==> src/rtl/apb_pkg.sv <==
// Shared APB definitions: bridge state encoding, data width, slave-index sizing
// and the response record returned to the requester.
package apb_pkg;

    localparam int APB_DATA_W = 32;

    typedef enum logic [1:0] {
        ST_IDLE   = 2'd0,
        ST_SETUP  = 2'd1,
        ST_ACCESS = 2'd2,
        ST_RESP   = 2'd3
    } apb_state_e;

    typedef struct packed {
        logic [APB_DATA_W-1:0] rdata;
        logic                  error;
    } apb_rsp_t;

    // Width of a slave index; a single slave still needs one bit to hold index 0.
    function automatic int apb_idx_w(input int n);
        return (n <= 1) ? 1 : $clog2(n);
    endfunction

endpackage

==> src/rtl/apb_master_bridge_if.sv <==
// Request/response handshake plus APB bus signals of the master bridge.
// The master modport is the bridge view; the slave modport is the CPU + peripheral side.
interface apb_master_bridge_if
    import apb_pkg::*;
#(
    parameter int NSLAVES = 4,
    parameter int ADDR_W  = 8
);

    logic                          req_valid;
    logic                          req_ready;
    logic                          req_write;
    logic [31:0]                   req_addr;
    logic [APB_DATA_W-1:0]         req_wdata;
    logic                          rsp_valid;
    logic [APB_DATA_W-1:0]         rsp_rdata;
    logic                          rsp_error;

    logic [NSLAVES-1:0]            PSEL;
    logic [ADDR_W-1:0]             PADDR;
    logic                          PENABLE;
    logic                          PWRITE;
    logic [APB_DATA_W-1:0]         PWDATA;
    logic [APB_DATA_W*NSLAVES-1:0] PRDATA;
    logic [NSLAVES-1:0]            PREADY;
    logic [NSLAVES-1:0]            PSLVERR;

    modport master (
        input  req_valid, req_write, req_addr, req_wdata,
        output req_ready, rsp_valid, rsp_rdata, rsp_error,
        output PSEL, PADDR, PENABLE, PWRITE, PWDATA,
        input  PRDATA, PREADY, PSLVERR
    );

    modport slave (
        output req_valid, req_write, req_addr, req_wdata,
        input  req_ready, rsp_valid, rsp_rdata, rsp_error,
        input  PSEL, PADDR, PENABLE, PWRITE, PWDATA,
        output PRDATA, PREADY, PSLVERR
    );

endinterface

==> src/rtl/apb_addr_decoder.sv <==
// Combinational slave decode of the address bits above the per-slave window.
// Any nonzero bit beyond the valid index range counts as a decode miss.
module apb_addr_decoder
    import apb_pkg::*;
#(
    parameter int NSLAVES = 4,
    parameter int UPPER_W = 24,
    localparam int IW     = apb_idx_w(NSLAVES)
) (
    input  logic [UPPER_W-1:0] upper_i,
    output logic [NSLAVES-1:0] sel_o,
    output logic [IW-1:0]      idx_o,
    output logic               miss_o
);

    assign miss_o = (upper_i >= UPPER_W'(NSLAVES));
    assign idx_o  = upper_i[IW-1:0];

    // One-hot select, forced empty on a miss.
    always_comb begin
        sel_o = '0;
        for (int i = 0; i < NSLAVES; i++) begin
            sel_o[i] = !miss_o && (idx_o == IW'(i));
        end
    end

endmodule

==> src/rtl/apb_master_bridge.sv <==
// APB initiator: one outstanding CPU request turned into a SETUP/ACCESS transfer,
// with a bounded ACCESS wait and a one-cycle response strobe.
module apb_master_bridge
    import apb_pkg::*;
#(
    parameter int NSLAVES = 4,
    parameter int ADDR_W  = 8,
    parameter int TIMEOUT = 255
) (
    input  logic                clk,
    input  logic                rst,
    apb_master_bridge_if.master bus
);

    localparam int IW      = apb_idx_w(NSLAVES);
    localparam int UPPER_W = 32 - ADDR_W;
    localparam int CNT_W   = (TIMEOUT < 2) ? 1 : $clog2(TIMEOUT + 1);

    apb_state_e            state_q, state_d;
    logic [NSLAVES-1:0]    psel_q, psel_d;
    logic                  penable_q, penable_d;
    logic                  pwrite_q, pwrite_d;
    logic [ADDR_W-1:0]     paddr_q, paddr_d;
    logic [APB_DATA_W-1:0] pwdata_q, pwdata_d;
    logic [IW-1:0]         idx_q, idx_d;
    logic [CNT_W-1:0]      cnt_q, cnt_d;
    logic                  req_ready_q, req_ready_d;
    logic                  rsp_valid_q, rsp_valid_d;
    apb_rsp_t              rsp_q, rsp_d;

    logic [NSLAVES-1:0]    dec_sel_s;
    logic [IW-1:0]         dec_idx_s;
    logic                  dec_miss_s;
    logic [APB_DATA_W-1:0] prdata_sel_s;
    logic                  pready_sel_s;
    logic                  pslverr_sel_s;
    logic [CNT_W-1:0]      cnt_nxt_s;
    logic                  expired_s;

    apb_addr_decoder #(
        .NSLAVES (NSLAVES),
        .UPPER_W (UPPER_W)
    ) u_dec (
        .upper_i (bus.req_addr[31:ADDR_W]),
        .sel_o   (dec_sel_s),
        .idx_o   (dec_idx_s),
        .miss_o  (dec_miss_s)
    );

    assign prdata_sel_s  = bus.PRDATA[APB_DATA_W*idx_q +: APB_DATA_W];
    assign pready_sel_s  = bus.PREADY[idx_q];
    assign pslverr_sel_s = bus.PSLVERR[idx_q];

    // Counter never exceeds TIMEOUT, so the increment cannot wrap while enabled.
    assign cnt_nxt_s = cnt_q + CNT_W'(1);
    assign expired_s = (TIMEOUT != 0) && (cnt_nxt_s == CNT_W'(TIMEOUT));

    // Next-state and next-output logic; every register holds unless a state moves it.
    always_comb begin
        state_d     = state_q;
        psel_d      = psel_q;
        penable_d   = penable_q;
        pwrite_d    = pwrite_q;
        paddr_d     = paddr_q;
        pwdata_d    = pwdata_q;
        idx_d       = idx_q;
        cnt_d       = cnt_q;
        rsp_valid_d = 1'b0;
        rsp_d       = '0;

        case (state_q)
            ST_IDLE: begin
                if (bus.req_valid) begin
                    pwrite_d = bus.req_write;
                    paddr_d  = bus.req_addr[ADDR_W-1:0];
                    pwdata_d = bus.req_wdata;
                    idx_d    = dec_idx_s;
                    if (dec_miss_s) begin
                        state_d     = ST_RESP;
                        rsp_valid_d = 1'b1;
                        rsp_d.error = 1'b1;
                    end else begin
                        state_d = ST_SETUP;
                        psel_d  = dec_sel_s;
                    end
                end else begin
                    state_d = ST_IDLE;
                end
            end
            ST_SETUP: begin
                state_d   = ST_ACCESS;
                penable_d = 1'b1;
                cnt_d     = '0;
            end
            ST_ACCESS: begin
                // A ready slave wins over a timeout expiring in the same cycle.
                if (pready_sel_s) begin
                    state_d     = ST_RESP;
                    psel_d      = '0;
                    penable_d   = 1'b0;
                    rsp_valid_d = 1'b1;
                    rsp_d.rdata = pwrite_q ? '0 : prdata_sel_s;
                    rsp_d.error = pslverr_sel_s;
                end else if (expired_s) begin
                    state_d     = ST_RESP;
                    psel_d      = '0;
                    penable_d   = 1'b0;
                    rsp_valid_d = 1'b1;
                    rsp_d.error = 1'b1;
                end else begin
                    cnt_d = cnt_nxt_s;
                end
            end
            ST_RESP: begin
                state_d = ST_IDLE;
            end
            default: begin
                state_d   = ST_IDLE;
                psel_d    = '0;
                penable_d = 1'b0;
            end
        endcase

        req_ready_d = (state_d == ST_IDLE);
    end

    // State and output registers with synchronous reset.
    always_ff @(posedge clk) begin
        if (rst) begin
            state_q     <= ST_IDLE;
            psel_q      <= '0;
            penable_q   <= 1'b0;
            pwrite_q    <= 1'b0;
            paddr_q     <= '0;
            pwdata_q    <= '0;
            idx_q       <= '0;
            cnt_q       <= '0;
            req_ready_q <= 1'b1;
            rsp_valid_q <= 1'b0;
            rsp_q       <= '0;
        end else begin
            state_q     <= state_d;
            psel_q      <= psel_d;
            penable_q   <= penable_d;
            pwrite_q    <= pwrite_d;
            paddr_q     <= paddr_d;
            pwdata_q    <= pwdata_d;
            idx_q       <= idx_d;
            cnt_q       <= cnt_d;
            req_ready_q <= req_ready_d;
            rsp_valid_q <= rsp_valid_d;
            rsp_q       <= rsp_d;
        end
    end

    assign bus.req_ready = req_ready_q;
    assign bus.rsp_valid = rsp_valid_q;
    assign bus.rsp_rdata = rsp_q.rdata;
    assign bus.rsp_error = rsp_q.error;
    assign bus.PSEL      = psel_q;
    assign bus.PENABLE   = penable_q;
    assign bus.PWRITE    = pwrite_q;
    assign bus.PADDR     = paddr_q;
    assign bus.PWDATA    = pwdata_q;

endmodule

==> src/flat_wrapper.sv <==
// flat-port wrapper written by rule: the top's interface ports become plain ports
module apb_master_bridge_flat import apb_pkg::*;
#(
    parameter int NSLAVES = 4,
    parameter int ADDR_W  = 8,
    parameter int TIMEOUT = 255
)
  (clk, rst, bus_req_valid, bus_req_write, bus_req_addr, bus_req_wdata, bus_req_ready, bus_rsp_valid, bus_rsp_rdata, bus_rsp_error, bus_PSEL, bus_PADDR, bus_PENABLE, bus_PWRITE, bus_PWDATA, bus_PRDATA, bus_PREADY, bus_PSLVERR);
  apb_master_bridge_if #(.NSLAVES(NSLAVES), .ADDR_W(ADDR_W)) bus_i ();
  input  logic clk;
  input  logic rst;
  input wire logic [$bits(bus_i.req_valid)-1:0] bus_req_valid;
  input wire logic [$bits(bus_i.req_write)-1:0] bus_req_write;
  input wire logic [$bits(bus_i.req_addr)-1:0] bus_req_addr;
  input wire logic [$bits(bus_i.req_wdata)-1:0] bus_req_wdata;
  output wire logic [$bits(bus_i.req_ready)-1:0] bus_req_ready;
  output wire logic [$bits(bus_i.rsp_valid)-1:0] bus_rsp_valid;
  output wire logic [$bits(bus_i.rsp_rdata)-1:0] bus_rsp_rdata;
  output wire logic [$bits(bus_i.rsp_error)-1:0] bus_rsp_error;
  output wire logic [$bits(bus_i.PSEL)-1:0] bus_PSEL;
  output wire logic [$bits(bus_i.PADDR)-1:0] bus_PADDR;
  output wire logic [$bits(bus_i.PENABLE)-1:0] bus_PENABLE;
  output wire logic [$bits(bus_i.PWRITE)-1:0] bus_PWRITE;
  output wire logic [$bits(bus_i.PWDATA)-1:0] bus_PWDATA;
  input wire logic [$bits(bus_i.PRDATA)-1:0] bus_PRDATA;
  input wire logic [$bits(bus_i.PREADY)-1:0] bus_PREADY;
  input wire logic [$bits(bus_i.PSLVERR)-1:0] bus_PSLVERR;
  assign bus_i.req_valid = bus_req_valid;
  assign bus_i.req_write = bus_req_write;
  assign bus_i.req_addr = bus_req_addr;
  assign bus_i.req_wdata = bus_req_wdata;
  assign bus_req_ready = bus_i.req_ready;
  assign bus_rsp_valid = bus_i.rsp_valid;
  assign bus_rsp_rdata = bus_i.rsp_rdata;
  assign bus_rsp_error = bus_i.rsp_error;
  assign bus_PSEL = bus_i.PSEL;
  assign bus_PADDR = bus_i.PADDR;
  assign bus_PENABLE = bus_i.PENABLE;
  assign bus_PWRITE = bus_i.PWRITE;
  assign bus_PWDATA = bus_i.PWDATA;
  assign bus_i.PRDATA = bus_PRDATA;
  assign bus_i.PREADY = bus_PREADY;
  assign bus_i.PSLVERR = bus_PSLVERR;
  apb_master_bridge #(.NSLAVES(NSLAVES), .ADDR_W(ADDR_W), .TIMEOUT(TIMEOUT)) u_core (.clk(clk), .rst(rst), .bus(bus_i));
endmodule
==> config.mk <==
export PLATFORM = sky130hd
export DESIGN_NAME = apb_master_bridge_flat
export DESIGN_NICKNAME = d
export VERILOG_FILES = /design/src/rtl/apb_pkg.sv /design/src/rtl/apb_master_bridge_if.sv /design/src/rtl/apb_addr_decoder.sv /design/src/rtl/apb_master_bridge.sv /design/src/flat_wrapper.sv
export SDC_FILE = /design/constraint.sdc
export NUM_CORES = 1
export LEC_CHECK = 0
export ABC_CLOCK_PERIOD_IN_PS = 2050
export CAP_MARGIN = 20
export CORE_MARGIN = 8
export CORE_UTILIZATION = 30
export DETAILED_ROUTE_END_ITERATION = 8
export MAX_ROUTING_LAYER = met4
export PLACE_DENSITY_LB_ADDON = 0.15
export RECOVER_POWER = 100
export SLEW_MARGIN = 20
export SYNTH_ARGS = -nofsm -noshare
export SYNTH_HDL_FRONTEND = slang
export SYNTH_SLANG_ARGS = --single-unit
==> constraint.sdc <==
create_clock -name clk -period 2.05 [get_ports clk]
set_clock_uncertainty 0.2 [all_clocks]
set_input_delay 0.3075 -clock clk [delete_from_list [all_inputs] [get_ports clk]]
set_output_delay 0.3075 -clock clk [all_outputs]
set_load 0.05 [all_outputs]
==> metrics.yaml <==
fillCellCount: 1261
ys_seq_elements: 93
clkSinkCount: 93
worst-path-buf-inv: 0
synth_edf_count: 0
placement_rows: 43
end_kind: "flop"
io_buffers: 284
synth_top_area_share_pct: 44.7
clk_root_buffer_cell: "clkbuf_16"
routed_wl_mm: 16.4
core_mm2: 0.0137
hold_violations: 0
p_leak_nw: 2.85
grt_usage_pct: 18.0
status: "complete, but fails checks"
drt-initial-drc-count: 161
worstPathRequired_ns: 2.11
path_clk_slew_ns: 0.07
finalSetupViolations: 3
cts_buffer_depth: 2
hp-start: "rst"
h-tree-depth: 3
async_flop_share_pct: 0
p_int_mw: 3.47
avgSynthCellArea_um2: 9.70
synth.area.top_cells: "dfxtp_1, mux4_2, nand2_1, a21oi_1, and3_1"
holdWs_ns: 0.178
p_total_mw: 4.94
violations: "negative setup slack"
wl_per_cell_um: 18.0
pwr-share-comb_pct: 28.3
reg2reg_depth: 4
max_stage_delay_ns: 0.63
n_antenna_cell: 0
setup_tns_ns: -0.0978
start_util_pct: 30.3
synth.net_count: 637
drtAntennaViolNets: 0
slowest_stage: "mux4_2"
crit_arrival_ns: 2.15
antenna_found_initial: 0
num-nets-final: 936
stdcell_area_mm2: 0.00760
netSwitchingFraction_pct: 29.8
finalWorstSetupSlack_ns: -0.0469
hold-path-endpoint: "u_core.bus.PWDATA[30]"
r2r-start: "u_core.idx_q[0]"
period_share_pct: 102
dr.pass1.iters: 4
r2r-end: "u_core.cnt_q[2]"
synth_largest_area_cell: "dfxtp_1"
worst_hold_path_type: "in -> reg"
clkLatencyLatePin_ns: 0.33
rsz0062_at_grt: "yes"
startpoint_type: "flop"
critPathKind: "reg -> reg"
ir_drop_mv: 0.506
dp_hpwl_mm: 13.3
maxSlewViolCount: 0
cap_violations: 0
ys_types: 40
seq_power_share_pct: 39.3
tightest_slew_ns: 0.736
grt_max_degree: 38
grt_first_pass_wirelength_mm: 25.0
ff2ff_setup_slack_ns: -0.05
p_clk_share_pct: 32.4
die_x_um: 134
dpl-instance-area_mm2: 0.00728
max-slew-margin-rel_pct: 51.2
drc: 0
timing.fmax_mhz: 477
grt-ovfl-total: 0
ioPinCount: 285
cp_top_family: "simple AND/OR/NAND/NOR gates"
yosys_warnings: 0
drive_gt1_share_pct: 15.3
gp_congestion: 0.868
tritoncts: "built"
yosys_most_used_dff: "dfxtp_1"
power_switching_mw: 1.47
syn_area_mm2: 0.00416
power_density_mw_per_mm2: 651
postCtsHoldBufs: 0
area_growth_pct: 82.5
hold_depth: 2
final_common_cell: "clkdlybuf4s50_1"
dieArea_mm2: 0.0179
grt_pass1_vias: 4759
die_y_um: 134
numCtsBuffers: 9
layout_common_cells: "clkdlybuf4s50_1, nand2_1, dfxtp_1"
fin_crit_ns: 2.10
yosysSeqAreaShare_pct: 44.7
cp_cell_sequence: "mux4_2, nand2b_4, or4_1, a31oi_1"
crit_fanout: 6
viasPerCell: 4.78
netlist_instances: 429
num_vias: 4362
[power groups by stage]
stage / registers (mW) / clock network [mW] / logic (mW)
2_1_floorplan: 2.27 / 0 / 0.428
5_1_grt: 1.95 / 1.73 / 1.49
3_5_place_dp: 1.99 / 0 / 1.41
3_3_place_gp: 1.98 / 0 / 1.39
6_report: 1.94 / 1.60 / 1.40
4_1_cts: 1.95 / 1.65 / 1.43
[layer usage]
layer	wire length, µm	track usage (%)	up-vias
li1	-	-	2134
met1	6570	19.8	2030
met2	8320	30.8	180
met3	1190	4.67	18
met4	320	6.80	0
met5	0	-	-
[worst reg2reg max path: cells and delay by family, from the launching register on]
kind,cells,cell delay [ns]
compound gates,1,0.13
flops,1,0.37
mux,1,0.63
simple gates,2,0.68
[cells in the mapped netlist, types with 4 or more instances]
| cell type | count |
|---|---|
| a31oi_1 | 4 |
| clkbuf_1 | 19 |
| nand4_1 | 4 |
| ha_1 | 4 |
| a21oi_1 | 49 |
| buf_2 | 4 |
| nor4_1 | 6 |
| and3_1 | 32 |
| dfxtp_1 | 93 |
| nand2_1 | 101 |
| buf_1 | 9 |
| nand2b_1 | 4 |
| inv_1 | 9 |
| nor2_1 | 14 |
| o21ai_0 | 4 |
| mux4_2 | 34 |
| nand3_1 | 4 |
[registers in the layout (all words and copies together), names as in the netlist, 2 cells and up]
name,count
u_core.bus.rsp_rdata,32
u_core.cnt_q,8
u_core.bus.PADDR,8
u_core.bus.PWDATA,32
u_core.state_q,2
u_core.idx_q,2
u_core.bus.PSEL,4
[worst max-delay path by stage]
| stage | depth (start not counted) | start | end |
|---|---|---|---|
| floorplan | 7 | u_core.idx_q[0] | u_core.cnt_q[3] |
| global route | 4 | u_core.idx_q[0] | u_core.cnt_q[2] |
| detailed placement | 7 | bus_req_addr[25] | u_core.bus.PSEL[2] |
| finish | 4 | u_core.idx_q[0] | u_core.cnt_q[2] |
| CTS | 9 | u_core.cnt_q[0] | u_core.bus.req_ready |
| global placement | 7 | bus_req_addr[27] | u_core.bus.PSEL[0] |
[final cells by class]
| class | instances | area [µm²] | share of cell area [%] |
|---|---|---|---|
| clock inverters | 5 | 42.5 | 0.560 |
| clock buffers | 11 | 243 | 3.19 |
| repair buffers | 322 | 2930 | 38.6 |
| flip-flops and latches | 93 | 1870 | 24.6 |
| multi-input cells | 293 | 2250 | 29.6 |
| inverters | 9 | 33.8 | 0.445 |
| well taps | 180 | 225 | 2.96 |
[metrics by stage]
step           util, %  cells  setup slack [ns]
3_3_place_gp      53.0    891            -0.453
6_report          55.4    913           -0.0469
5_1_grt           55.4    913           -0.0929
2_1_floorplan        -    429           0.00244
4_1_cts           56.0    911           -0.0248
3_5_place_dp      53.0    891            -0.414
[logic make-up (layout without fill, tap and decap cells)]
kind of cell    Yosys count  in the layout  share of synthesized area, %
compound gates           74             74                          10.6
xor+xnor                  1              1                         0.210
fa+ha+maj                 4              4                          1.20
buf+inv                  43            347                          4.36
flops                    93             93                          44.7
mux                      34             34                          18.4
simple gates            180            180                          20.5
[repair_timing]
item	CTS	global route
pin swaps	13	17
setup endpoints to repair	9	19
setup buffers	4	3
resized for setup	21	23
Power figures use the tool's default switching activity.
